### config.mk
export PLATFORM = sky130hd
export DESIGN_NAME = hazard_stall_unit_flat
export DESIGN_NICKNAME = d
export VERILOG_FILES = /design/src/rtl/hazard_stall_unit_if.sv /design/src/rtl/hazard_stall_unit.sv /design/src/flat_wrapper.sv
export SDC_FILE = /design/constraint.sdc
export NUM_CORES = 1
export LEC_CHECK = 0
export CORE_MARGIN = 2
export CORE_UTILIZATION = 34
export CTS_BUF_LIST = sky130_fd_sc_hd__clkbuf_2
export DETAILED_ROUTE_END_ITERATION = 8
export GPL_ROUTABILITY_DRIVEN = 0
export PLACE_DENSITY = 0.86
export SLEW_MARGIN = 20
export SYNTH_ARGS = -nofsm -noshare
export SYNTH_HDL_FRONTEND = slang
export SYNTH_SLANG_ARGS = --single-unit
### constraint.sdc
create_clock -name clk -period 6 [get_ports clk]
set_input_delay 1.2 -clock clk [delete_from_list [all_inputs] [get_ports clk]]
set_output_delay 1.2 -clock clk [all_outputs]
set_load 0.05 [all_outputs]
### src/rtl/hazard_stall_unit_if.sv
// Pipeline-side bundle for the hazard/stall controller: stage instructions in,
// stall/flush and mult/div sequencing controls out.
interface hazard_stall_unit_if;
  localparam int unsigned INSTR_W = 32;
  localparam int unsigned MDOP_W  = 2;

  logic [INSTR_W-1:0] InstrD;
  logic [INSTR_W-1:0] InstrE;
  logic [INSTR_W-1:0] InstrM;
  logic               StallF;
  logic               StallD;
  logic               FlushE;
  logic               MDStart;
  logic [MDOP_W-1:0]  MDOp;
  logic               MDBusy;
  logic               MDDone;

  modport master (
    output InstrD, InstrE, InstrM,
    input  StallF, StallD, FlushE, MDStart, MDOp, MDBusy, MDDone
  );

  modport slave (
    input  InstrD, InstrE, InstrM,
    output StallF, StallD, FlushE, MDStart, MDOp, MDBusy, MDDone
  );
endinterface

### src/rtl/hazard_stall_unit.sv
// Stall/sequencing controller for the 5-stage MIPS core: load-use and branch
// operand interlocks plus the busy counter of the multi-cycle mult/div unit.
module hazard_stall_unit #(
  parameter int unsigned MULT_CYCLES = 5,
  parameter int unsigned DIV_CYCLES  = 10,
  parameter int unsigned CNT_W       = 4
) (
  input logic                clk,
  input logic                reset,
  hazard_stall_unit_if.slave bus
);

  localparam int unsigned OP_W  = 6;
  localparam int unsigned FN_W  = 6;
  localparam int unsigned REG_W = 5;

  localparam logic [OP_W-1:0] OP_RTYPE = 6'b000000;
  localparam logic [OP_W-1:0] OP_LW    = 6'b100011;
  localparam logic [OP_W-1:0] OP_SW    = 6'b101011;
  localparam logic [OP_W-1:0] OP_ORI   = 6'b001101;
  localparam logic [OP_W-1:0] OP_LUI   = 6'b001111;
  localparam logic [OP_W-1:0] OP_BEQ   = 6'b000100;
  localparam logic [FN_W-1:0] FN_ADDU  = 6'b100001;
  localparam logic [FN_W-1:0] FN_SUBU  = 6'b100011;
  localparam logic [FN_W-1:0] FN_JR    = 6'b001000;
  localparam logic [3:0]      FN_MD    = 4'b0110;
  localparam logic [3:0]      FN_HILO  = 4'b0100;

  typedef enum logic {
    S_IDLE,
    S_BUSY
  } state_t;

  state_t             r_state;
  state_t             w_state_next;
  logic [CNT_W-1:0]   r_cnt;
  logic [CNT_W-1:0]   w_cnt_next;

  logic [OP_W-1:0]    w_op_d, w_op_e, w_op_m;
  logic [FN_W-1:0]    w_fn_d, w_fn_e;
  logic [REG_W-1:0]   w_rs_d, w_rt_d, w_rt_e, w_rd_e, w_rt_m;
  logic [REG_W-1:0]   w_dest_e, w_dest_m;

  logic w_rtype_d, w_md_d, w_hilo_d, w_calr_d, w_ori_d, w_lw_d, w_sw_d, w_beq_d, w_jr_d;
  logic w_rd_rs_d, w_rd_rt_d;
  logic w_rtype_e, w_md_e, w_lw_e, w_calr_e, w_cali_e;
  logic w_lw_m;
  logic w_hit_e, w_hit_m;
  logic w_load_use, w_branch, w_md_stall, w_stall;
  logic w_md_start, w_busy;
  logic w_unused;

  // Instruction fields per stage
  assign w_op_d = bus.InstrD[31:26];
  assign w_rs_d = bus.InstrD[25:21];
  assign w_rt_d = bus.InstrD[20:16];
  assign w_fn_d = bus.InstrD[5:0];
  assign w_op_e = bus.InstrE[31:26];
  assign w_rt_e = bus.InstrE[20:16];
  assign w_rd_e = bus.InstrE[15:11];
  assign w_fn_e = bus.InstrE[5:0];
  assign w_op_m = bus.InstrM[31:26];
  assign w_rt_m = bus.InstrM[20:16];

  assign w_unused = ^{bus.InstrD[15:6], bus.InstrE[25:21], bus.InstrE[10:6],
                      bus.InstrM[25:21], bus.InstrM[15:0]};

  // D-stage decode: class and which source registers it reads
  assign w_rtype_d = (w_op_d == OP_RTYPE);
  assign w_md_d    = w_rtype_d && (w_fn_d[5:2] == FN_MD);
  assign w_hilo_d  = w_md_d || (w_rtype_d && (w_fn_d[5:2] == FN_HILO));
  assign w_calr_d  = w_rtype_d && ((w_fn_d == FN_ADDU) || (w_fn_d == FN_SUBU));
  assign w_ori_d   = (w_op_d == OP_ORI);
  assign w_lw_d    = (w_op_d == OP_LW);
  assign w_sw_d    = (w_op_d == OP_SW);
  assign w_beq_d   = (w_op_d == OP_BEQ);
  assign w_jr_d    = w_rtype_d && (w_fn_d == FN_JR);
  assign w_rd_rs_d = w_calr_d || w_ori_d || w_lw_d || w_sw_d || w_beq_d || w_jr_d || w_md_d;
  assign w_rd_rt_d = w_calr_d || w_sw_d || w_beq_d || w_md_d;

  // E/M-stage decode: destination register (0 means no write)
  assign w_rtype_e = (w_op_e == OP_RTYPE);
  assign w_md_e    = w_rtype_e && (w_fn_e[5:2] == FN_MD);
  assign w_lw_e    = (w_op_e == OP_LW);
  assign w_calr_e  = w_rtype_e && ((w_fn_e == FN_ADDU) || (w_fn_e == FN_SUBU));
  assign w_cali_e  = (w_op_e == OP_ORI) || (w_op_e == OP_LUI);
  assign w_dest_e  = w_calr_e ? w_rd_e : ((w_cali_e || w_lw_e) ? w_rt_e : '0);
  assign w_lw_m    = (w_op_m == OP_LW);
  assign w_dest_m  = w_lw_m ? w_rt_m : '0;

  assign w_hit_e = (w_dest_e != '0) &&
                   ((w_rd_rs_d && (w_rs_d == w_dest_e)) || (w_rd_rt_d && (w_rt_d == w_dest_e)));
  assign w_hit_m = (w_dest_m != '0) &&
                   ((w_rd_rs_d && (w_rs_d == w_dest_m)) || (w_rd_rt_d && (w_rt_d == w_dest_m)));

  // Branches resolve in D, so even ALU results in E are too late for them
  assign w_load_use = w_lw_e && w_hit_e;
  assign w_branch   = (w_beq_d || w_jr_d) &&
                      (((w_calr_e || w_cali_e || w_lw_e) && w_hit_e) || w_hit_m);
  assign w_busy     = (r_state == S_BUSY);
  assign w_md_start = w_md_e && !reset;
  assign w_md_stall = w_hilo_d && (w_md_start || w_busy);
  assign w_stall    = w_load_use || w_branch || w_md_stall;

  // Mult/div busy sequencer state register
  always_ff @(posedge clk) begin
    if (reset) begin
      r_state <= S_IDLE;
      r_cnt   <= '0;
    end else begin
      r_state <= w_state_next;
      r_cnt   <= w_cnt_next;
    end
  end

  // Next-state: load on start, count down while busy, never below zero
  always_comb begin
    w_state_next = r_state;
    w_cnt_next   = r_cnt;
    if (w_md_start) begin
      w_cnt_next   = bus.InstrE[1] ? CNT_W'(DIV_CYCLES) : CNT_W'(MULT_CYCLES);
      w_state_next = S_BUSY;
    end else begin
      case (r_state)
        S_IDLE: begin
          w_cnt_next = '0;
        end
        S_BUSY: begin
          w_cnt_next = r_cnt - CNT_W'(1);
          if (r_cnt == CNT_W'(1)) begin
            w_state_next = S_IDLE;
          end
        end
        default: begin
          w_state_next = S_IDLE;
          w_cnt_next   = '0;
        end
      endcase
    end
  end

  assign bus.StallF  = w_stall;
  assign bus.StallD  = w_stall;
  assign bus.FlushE  = w_stall;
  assign bus.MDStart = w_md_start;
  assign bus.MDOp    = bus.InstrE[1:0];
  assign bus.MDBusy  = w_busy;
  assign bus.MDDone  = w_busy && (r_cnt == CNT_W'(1));

endmodule

### src/flat_wrapper.sv
// flat-port wrapper written by rule: the top's interface ports become plain ports
module hazard_stall_unit_flat 
#(
  parameter int unsigned MULT_CYCLES = 5,
  parameter int unsigned DIV_CYCLES  = 10,
  parameter int unsigned CNT_W       = 4
)
  (clk, reset, bus_InstrD, bus_InstrE, bus_InstrM, bus_StallF, bus_StallD, bus_FlushE, bus_MDStart, bus_MDOp, bus_MDBusy, bus_MDDone);
  hazard_stall_unit_if bus_i ();
  input logic clk;
  input logic reset;
  input wire logic [$bits(bus_i.InstrD)-1:0] bus_InstrD;
  input wire logic [$bits(bus_i.InstrE)-1:0] bus_InstrE;
  input wire logic [$bits(bus_i.InstrM)-1:0] bus_InstrM;
  output wire logic [$bits(bus_i.StallF)-1:0] bus_StallF;
  output wire logic [$bits(bus_i.StallD)-1:0] bus_StallD;
  output wire logic [$bits(bus_i.FlushE)-1:0] bus_FlushE;
  output wire logic [$bits(bus_i.MDStart)-1:0] bus_MDStart;
  output wire logic [$bits(bus_i.MDOp)-1:0] bus_MDOp;
  output wire logic [$bits(bus_i.MDBusy)-1:0] bus_MDBusy;
  output wire logic [$bits(bus_i.MDDone)-1:0] bus_MDDone;
  assign bus_i.InstrD = bus_InstrD;
  assign bus_i.InstrE = bus_InstrE;
  assign bus_i.InstrM = bus_InstrM;
  assign bus_StallF = bus_i.StallF;
  assign bus_StallD = bus_i.StallD;
  assign bus_FlushE = bus_i.FlushE;
  assign bus_MDStart = bus_i.MDStart;
  assign bus_MDOp = bus_i.MDOp;
  assign bus_MDBusy = bus_i.MDBusy;
  assign bus_MDDone = bus_i.MDDone;
  hazard_stall_unit #(.MULT_CYCLES(MULT_CYCLES), .DIV_CYCLES(DIV_CYCLES), .CNT_W(CNT_W)) u_core (.clk(clk), .reset(reset), .bus(bus_i));
endmodule
# [Yosys cells after proc, flatten, opt, wreduce, memory -nomap -nowiden]
# Index checks and enable logic that the tools add are counted.
[totals] inputBits=98 regBits=5 output_inout_bits=8
[op_classes] bitwise_logic=1 eq_ne=21 mux=9 n_reduce_logical=46 add_sub_neg=1
[op_table] op="$eq 6x6->1 const B" n=8
[op_table] op="$eq 6x4->1 const B" n=4
[op_table] op="$logic_or 1x1->1" n=23
[op_table] op="$eq 5x5->1" n=4
[op_table] op="$logic_and 1x1->1" n=18
[op_table] op="$mux 5" n=3
[op_table] op="$eq 4x3->1 const B" n=3
[op_table] op="$logic_not 6->1" n=2
[op_table] op="$reduce_bool 5->1" n=2
[op_table] op="$mux 4" n=2
[op_table] op="$pmux 4 s2" n=1
[op_table] op="$eq 6x3->1 const B" n=1
[op_table] op="$eq 4x1->1 const B" n=1
[op_table] op="$sub 4x1->4 const B" n=1
[op_table] op="$mux 1" n=3
[op_table] op="$logic_not 1->1" n=1
[op_table] op="$not 1->1" n=1

# [Depth between registers and ports, before layout]
# Gate-level depths: netlist (run 1).
[logic_depth] ltp_word=17 mapped_depth=8 depth_no_buf=6

# [Least setup slack after synthesis (run 1)]
# Ideal clock, no wire load.
[synth_timing] path_kind="in2out" from="in bus_InstrE[4]" to="out bus_StallD" slack_ps=1636 path_buffers=1 arrival_ps=3164 path_stages=7 path_cell_list="and4bb_1 > and4_1 > or3_1 > and4b_1 > nand4_1 > nand4_1 > buf_4"
[synth_between] elab_chain_len=13 word_cells_on_any_way=25 cone_classes="5 x eq/ne; 1 x mux; 19 x reduce/logical"
[synth_lines] element="from (decl)" line="flat_wrapper.sv:13" rtl="input wire logic [$bits(bus_i.InstrE)-1:0] bus_InstrE;"
[synth_lines] element="$eq 6x6->1" line="hazard_stall_unit.sv:85" rtl="assign w_calr_e = w_rtype_e && ((w_fn_e == FN_ADDU) || (w_fn_e == FN_SUBU));"
[synth_lines] element="$logic_or 1x1->1" line="hazard_stall_unit.sv:85"
[synth_lines] element="$logic_and 1x1->1" line="hazard_stall_unit.sv:85"
[synth_lines] element="$mux 5" line="hazard_stall_unit.sv:87" rtl="assign w_dest_e = w_calr_e ? w_rd_e : ((w_cali_e || w_lw_e) ? w_rt_e : '0);"
[synth_lines] element="$eq 5x5->1" line="hazard_stall_unit.sv:92" rtl="((w_rd_rs_d && (w_rs_d == w_dest_e)) || (w_rd_rt_d && (w_rt_d == w_dest_e)));"
[synth_lines] element="$logic_and 1x1->1" line="hazard_stall_unit.sv:92"
[synth_lines] element="$logic_or 1x1->1" line="hazard_stall_unit.sv:92"
[synth_lines] element="$logic_and 1x1->1" line="hazard_stall_unit.sv:91" rtl="assign w_hit_e = (w_dest_e != '0) &&"
[synth_lines] element="$logic_and 1x1->1" line="hazard_stall_unit.sv:99" rtl="(((w_calr_e || w_cali_e || w_lw_e) && w_hit_e) || w_hit_m);"
[synth_lines] element="$logic_or 1x1->1" line="hazard_stall_unit.sv:99"
[synth_lines] element="$logic_and 1x1->1" line="hazard_stall_unit.sv:98" rtl="assign w_branch = (w_beq_d || w_jr_d) &&"
[synth_lines] element="$logic_or 1x1->1" line="hazard_stall_unit.sv:103" rtl="assign w_stall = w_load_use || w_branch || w_md_stall;"
[synth_lines] element="$logic_or 1x1->1 *" line="hazard_stall_unit.sv:103"
[synth_lines] element="to (decl)" line="flat_wrapper.sv:16" rtl="output wire logic [$bits(bus_i.StallD)-1:0] bus_StallD;"
# Every way passes the cells marked *; elsewhere a longest branch is shown, timed or not.

# [Worst setup path after layout (run 1)]
[layout_timing] from="in bus_InstrE[28]" to="out bus_FlushE"
[layout_between] elab_chain_len=14 word_cells_on_any_way=28 cone_classes="5 x eq/ne; 2 x mux; 21 x reduce/logical"
[layout_lines] element="$eq 6x4->1" line="hazard_stall_unit.sv:86" rtl="assign w_cali_e = (w_op_e == OP_ORI) || (w_op_e == OP_LUI);"
[layout_lines] element="$logic_or 1x1->1" line="hazard_stall_unit.sv:86"
[layout_lines] element="$logic_or 1x1->1" line="hazard_stall_unit.sv:87"
[layout_lines] element="$mux 5 (2 in a row)" line="hazard_stall_unit.sv:87"
[layout_lines] element="$eq 5x5->1" line="hazard_stall_unit.sv:92"
[layout_lines] element="$logic_and 1x1->1" line="hazard_stall_unit.sv:92"
[layout_lines] element="$logic_or 1x1->1" line="hazard_stall_unit.sv:92"
[layout_lines] element="$logic_and 1x1->1" line="hazard_stall_unit.sv:91"
[layout_lines] element="$logic_and 1x1->1" line="hazard_stall_unit.sv:99"
[layout_lines] element="$logic_or 1x1->1" line="hazard_stall_unit.sv:99"
[layout_lines] element="$logic_and 1x1->1" line="hazard_stall_unit.sv:98"
[layout_lines] element="$logic_or 1x1->1" line="hazard_stall_unit.sv:103"
[layout_lines] element="$logic_or 1x1->1 *" line="hazard_stall_unit.sv:103"
[layout_lines] element="to (decl)" line="flat_wrapper.sv:17" rtl="output wire logic [$bits(bus_i.FlushE)-1:0] bus_FlushE;"
# Marked as above.

==> flow_metrics.tcl, run 1 <==
set metrics [dict create \
    r2r_slack_ps 4920 \
    syn_avg_cell_area_um2 7.41 \
    clock_path_buffers 2 \
    grt_overflow_total 0 \
    tightest_slew_ps 496 \
    fillCellCount 327 \
    num-nets-final 321 \
    finClkSkew_ps 7.64 \
    wl_per_cell_um 12.5 \
    hp-class "flop to flop" \
    ys_ff_latch 5 \
    antenna_found_initial 0 \
    antenna_cells 0 \
    track_usage 0.170 \
    core_um2 3310 \
    register_area_um2 100 \
    grt_max_degree 8 \
    die_h_um 62.5 \
    routed_wl_um 3330 \
    cp.required_ps 4800 \
    status "completed" \
    areaGrowthSynthToFinish_pct 58.5 \
    slew_violations 0 \
    post_cts_buffers 0 \
    port_buffers 64 \
    ios 106 \
    viasPerCell 5.48 \
    setup_tns_ps 0 \
    layout_min_cycle_time_ps 5210 \
    fin_crit_sh 0.869 \
    grt_util_met1 0.200 \
    dp_cells 262 \
    firstDrtPassIters 6 \
    grt_pass1_vias 1319 \
    relSlewSlack 0.668 \
    vias 1459 \
    setup_viol 0 \
    use_met3 0.0486 \
    ys.flop_type "dfxtp_1" \
    startpoint_type "input port" \
    insertion_delay_ps 220 \
    cp_num_buf_inv 2 \
    cts_buffers 3 \
    multi_input_area_um2 973 \
    synth.cell_area_um2 1160 \
    synth_edf_count 0 \
    leakage_uw 0.000648 \
    gr-max-usage-layer "met2" \
    cp_slowest_stage_delay_ps 830 \
    dp_hpwl_um 2820 \
    crit_arrival_ps 4010 \
    drc 0 \
    clkSinkCount 5 \
    ys_async_sr_fraction 0 \
    drtIter0Drc 104 \
    ys_warn_count 0 \
    drive_gt1_frac 0.0909 \
    crit_chain "clkdlybuf4s50_1 -> nand4bb_1 -> a211o_1 -> and3_1 -> a211oi_1 -> nand4_1 -> nand4_1 -> clkdlybuf4s50_1" \
    stdcell_count 266 \
    syn_nets 257 \
    powerDensity_nw_per_um2 79.4 \
    ant_nets 0 \
    cts_tree "yes" \
    r2r_cells 4 \
    synth_cells 157 \
    timing.rr.end "u_core.r_cnt[3]" \
    start_util 0.351 \
    worstSetupStartpoint "bus_InstrE[28]" \
    postCtsResizedCells 0 \
    max_freq_mhz 192 \
    final_hold_viol_count 0 \
    use_met2 0.300 \
    final_cell_mix "64 x clkdlybuf4s50_1, 14 x inv_1, 12 x nor2_1" \
    ys_seq_area_frac 0.0860 \
    hold_buffers 0 \
    r2r-start "u_core.r_cnt[0]" \
    crit_cells 8 \
    htree_num_levels 1 \
    peakVddDrop_mv 0.0993 \
    end_kind "output pin" \
    synth_cell_types 53 \
    slowest_stage "clkdlybuf4s50_1" \
    rsz0062_at_grt "no" \
    grt_pass1_wl_um 5610 \
    crit_path_end "bus_FlushE" \
    cp_top_family "buffers and inverters" \
    clkTransAtPathRegs_ps 60 \
    cp_max_fo 7 \
    maxCapViolCount 0 \
    row_count 21 \
    path_class "input port to output pin" \
    die_w_um 62.5 \
    final_common_cell "clkdlybuf4s50_1" \
    dieArea_um2 3910 \
    cts_root_buffer "clkbuf_2" \
]
==> routing by layer <==
metal  part of all wire  vias up
met3              0.096        0
met4                  0        0
met5                  0        -
met1               0.40      664
met2               0.50       52
li1                   -      743
==> layout make-up <==
cell class              count  area share
inverters                  14      0.0285
repair buffers             64       0.347
clock buffers               4      0.0109
flip-flops and latches      5      0.0543
well taps                  46      0.0312
multi-input cells         133       0.528
==> through the flow <==
stage	instance area [um^2]	hold WS, ps	utilization	power (uW)	setup WS, ps
after global routing	1840	602	0.557	157	585
after global placement	1820	544	0.551	115	821
after floorplan	1160	543	-	63.8	1640
after detailed placement	1820	531	0.551	115	813
final	1840	557	0.557	146	786
after CTS	1840	555	0.557	148	806
==> Yosys cell counts (all sizes together), types with 3 or more instances <==
cell / instances / area share
a211oi: 6 / 0.056
nand2: 7 / 0.023
a31oi: 4 / 0.022
nand3b: 4 / 0.029
or3: 4 / 0.022
nor4: 3 / 0.029
nand4: 6 / 0.032
a211o: 3 / 0.024
buf: 5 / 0.032
nor2: 13 / 0.056
and3: 5 / 0.027
xnor2: 6 / 0.045
nor4bb: 5 / 0.043
dfxtp: 5 / 0.086
nor3: 11 / 0.052
a21oi: 9 / 0.042
inv: 14 / 0.045
o21ai: 6 / 0.029
nand3: 7 / 0.030
==> sequential cells by signal, summed over array words and instances (netlist names) <==
signal and flops:
u_core.bus.MDBusy 1, u_core.r_cnt 4
==> where the power goes <==
group	leakage, uW	internal [uW]	switching [uW]	total [uW]
clock	0.0000166	17.7	13.8	31.5
combinational	0.000591	48.9	32.9	81.8
sequential	0.0000402	33.2	0.0189	33.2
==> kinds of logic (layout without fill, tap and decap cells) <==
family | Yosys count | after routing | synth area share
buf+inv | 19 | 82 | 0.0774
compound gates | 43 | 43 | 0.280
fa+ha+maj | 2 | 2 | 0.0215
xor+xnor | 8 | 8 | 0.0602
simple gates | 80 | 80 | 0.475
flops | 5 | 5 | 0.0860
==> worst min-delay path, cell delays in order, from the launching register on <==
cell and delay (ps):
dfxtp_1 360, nand3_1 90, a21oi_1 60
==> how the worst min path moves through the flow <==
stage / cells past startpoint / startpoint / to
after floorplan: 2 / u_core.r_cnt[0] / u_core.r_cnt[0]
after global placement: 2 / u_core.bus.MDBusy / u_core.r_cnt[3]
after detailed placement: 2 / u_core.bus.MDBusy / u_core.r_cnt[3]
after CTS: 2 / u_core.bus.MDBusy / u_core.r_cnt[3]
after global routing: 2 / u_core.bus.MDBusy / u_core.r_cnt[3]
final: 2 / u_core.bus.MDBusy / u_core.r_cnt[3]
Power figures use the tool's default switching activity.
==> run 2, diff against run 1 <==
Settings changed: ABC_CLOCK_PERIOD_IN_PS set to 6000, CELL_PAD_IN_SITES_DETAIL_PLACEMENT set to 1, CELL_PAD_IN_SITES_GLOBAL_PLACEMENT set to 2, CORE_UTILIZATION 34 to 16.
==> run 2 against run 1 <==
  * Flip-flop and latch count did not move
  * Hold slack improved by 13 ps
  * Sequential share of layout area is 0.19 points lower
  * Final cell count up 20%
  * Register-to-register slack better by 20 ps
  * Via count fell by 0.34%
  * First-iteration DRC count down 80%
  * Critical path type unchanged
==> flow_metrics.tcl, run 2 (synthesized netlist as in run 1, its figures left out) <==
set metrics [dict create \
    htree_num_levels 1 \
    postCtsResizedCells 0 \
    dp_hpwl_um 3720 \
    finalInstanceArea_um2 1910 \
    tightest_slew_ps 525 \
    hp-class "flop to flop" \
    relSlewSlack 0.649 \
    cp_top_family "buffers and inverters" \
    place_area_um2 1890 \
    r2r_slack_ps 4940 \
    final_common_cell "clkdlybuf4s50_1" \
    cp_num_buf_inv 2 \
    maxCapViolCount 0 \
    wl_per_cell_um 13.2 \
    drc 0 \
    track_usage 0.105 \
    grt_pass1_wl_um 6670 \
    port_buffers 64 \
    peakVddDrop_mv 0.0478 \
    clock_path_buffers 2 \
    startpoint_type "input port" \
    fillCellCount 874 \
    multi_input_area_um2 973 \
    largest_reg_flops 4 \
    cts_buffers 3 \
    die_h_um 89.3 \
    grt_pass1_vias 1460 \
    cts_tree "yes" \
    row_count 31 \
    top_register "u_core.r_cnt" \
    clkTransAtPathRegs_ps 60 \
    end_kind "output pin" \
    setup_tns_ps 0 \
    layout_min_cycle_time_ps 5240 \
    grt_overflow_total 0 \
    start_util 0.163 \
    hold_buffers 0 \
    slew_violations 0 \
    antenna_cells 0 \
    max_freq_mhz 191 \
    finClkSkew_ps 1.60 \
    fin_crit_sh 0.874 \
    cp_slowest_stage_delay_ps 830 \
    core_um2 7140 \
    final_core_util 0.268 \
    antenna_found_initial 0 \
    setup_viol 0 \
    viasPerCell 4.56 \
    num-nets-final 321 \
    register_area_um2 100 \
    routed_wl_um 4210 \
    drtIter0Drc 21 \
    path_class "input port to output pin" \
    vias 1454 \
    final_hold_viol_count 0 \
    die_w_um 89.3 \
    firstDrtPassIters 6 \
    ant_nets 0 \
    cp_max_fo 7 \
    areaGrowthSynthToFinish_pct 64.2 \
    drive_gt1_frac 0.0909 \
    cp.required_ps 4800 \
    post_cts_buffers 0 \
    powerDensity_nw_per_um2 77.9 \
    insertion_delay_ps 220 \
    crit_arrival_ps 4040 \
    clkSinkCount 5 \
    cts_root_buffer "clkbuf_2" \
    final_cell_mix "64 x clkdlybuf4s50_1, 14 x inv_1, 12 x nor2_1" \
    whs_ps 571 \
    dieArea_um2 7970 \
    slowest_stage "clkdlybuf4s50_1" \
    status "completed" \
    rsz0062_at_grt "no" \
    ios 106 \
    crit_chain "clkdlybuf4s50_1 -> nand4bb_1 -> a211o_1 -> and3_1 -> a211oi_1 -> nand4_1 -> nand4_1 -> clkdlybuf4s50_1" \
    leakage_uw 0.000648 \
    grt_max_degree 8 \
]
==> run 2: cell counts in the layout (fill, tap and decap cells not counted) <==
Identical to the previous run, type by type.
==> run 2: power by group <==
part	total (uW)	leakage, uW	internal, uW	switching (uW)
sequential	33.2	0.0000402	33.2	0.0184
combinational	83.6	0.000591	48.9	34.7
clock	32.0	0.0000166	17.7	14.3
total	149	0.000648	99.8	49.0
==> run 2: worst paths after layout <==
path	cells after the start	end	from
hold reg to reg	2	u_core.r_cnt[3]	u_core.bus.MDBusy
setup reg to reg	5	u_core.r_cnt[2]	u_core.r_cnt[0]
hold / removal	2	u_core.r_cnt[3]	u_core.bus.MDBusy
setup / recovery	8	bus_FlushE	bus_InstrE[28]
==> run 2: routing by layer <==
metal | routed length (um) | track usage | vias to the layer above | part of all wire
met1 | 1750 | 0.119 | 674 | 0.42
met5 | 0 | 0 | - | 0
met2 | 2050 | 0.193 | 39 | 0.49
met3 | 369 | 0.0295 | 2 | 0.088
li1 | - | - | 739 | -
met4 | 34 | 0.0244 | 0 | 0.0081
==> run 2: per-stage QoR <==
| stage | instances | total power, uW | worst slack [ps] |
|---|---|---|---|
| floorplan | 157 | 63.8 | 1640 |
| global placement | 315 | 117 | 758 |
| detailed placement | 315 | 118 | 708 |
| CTS | 319 | 152 | 703 |
| global route | 319 | 161 | 496 |
| finish | 319 | 149 | 756 |
==> run 2: layout make-up <==
cell class / instances / area share
Clock buffer: 4 / 0.0105
Sequential cell: 5 / 0.0524
Inverter: 14 / 0.0275
Tap cell: 99 / 0.0648
Multi-Input combinational cell: 133 / 0.509
Timing Repair Buffer: 64 / 0.335
==> run 2: worst register-to-register path, cell delays in order, from the launching register on <==
cell and delay, ps:
dfxtp_1 380, inv_1 60, ha_1 200, xnor2_1 140, o22a_1 140, nor2_1 30
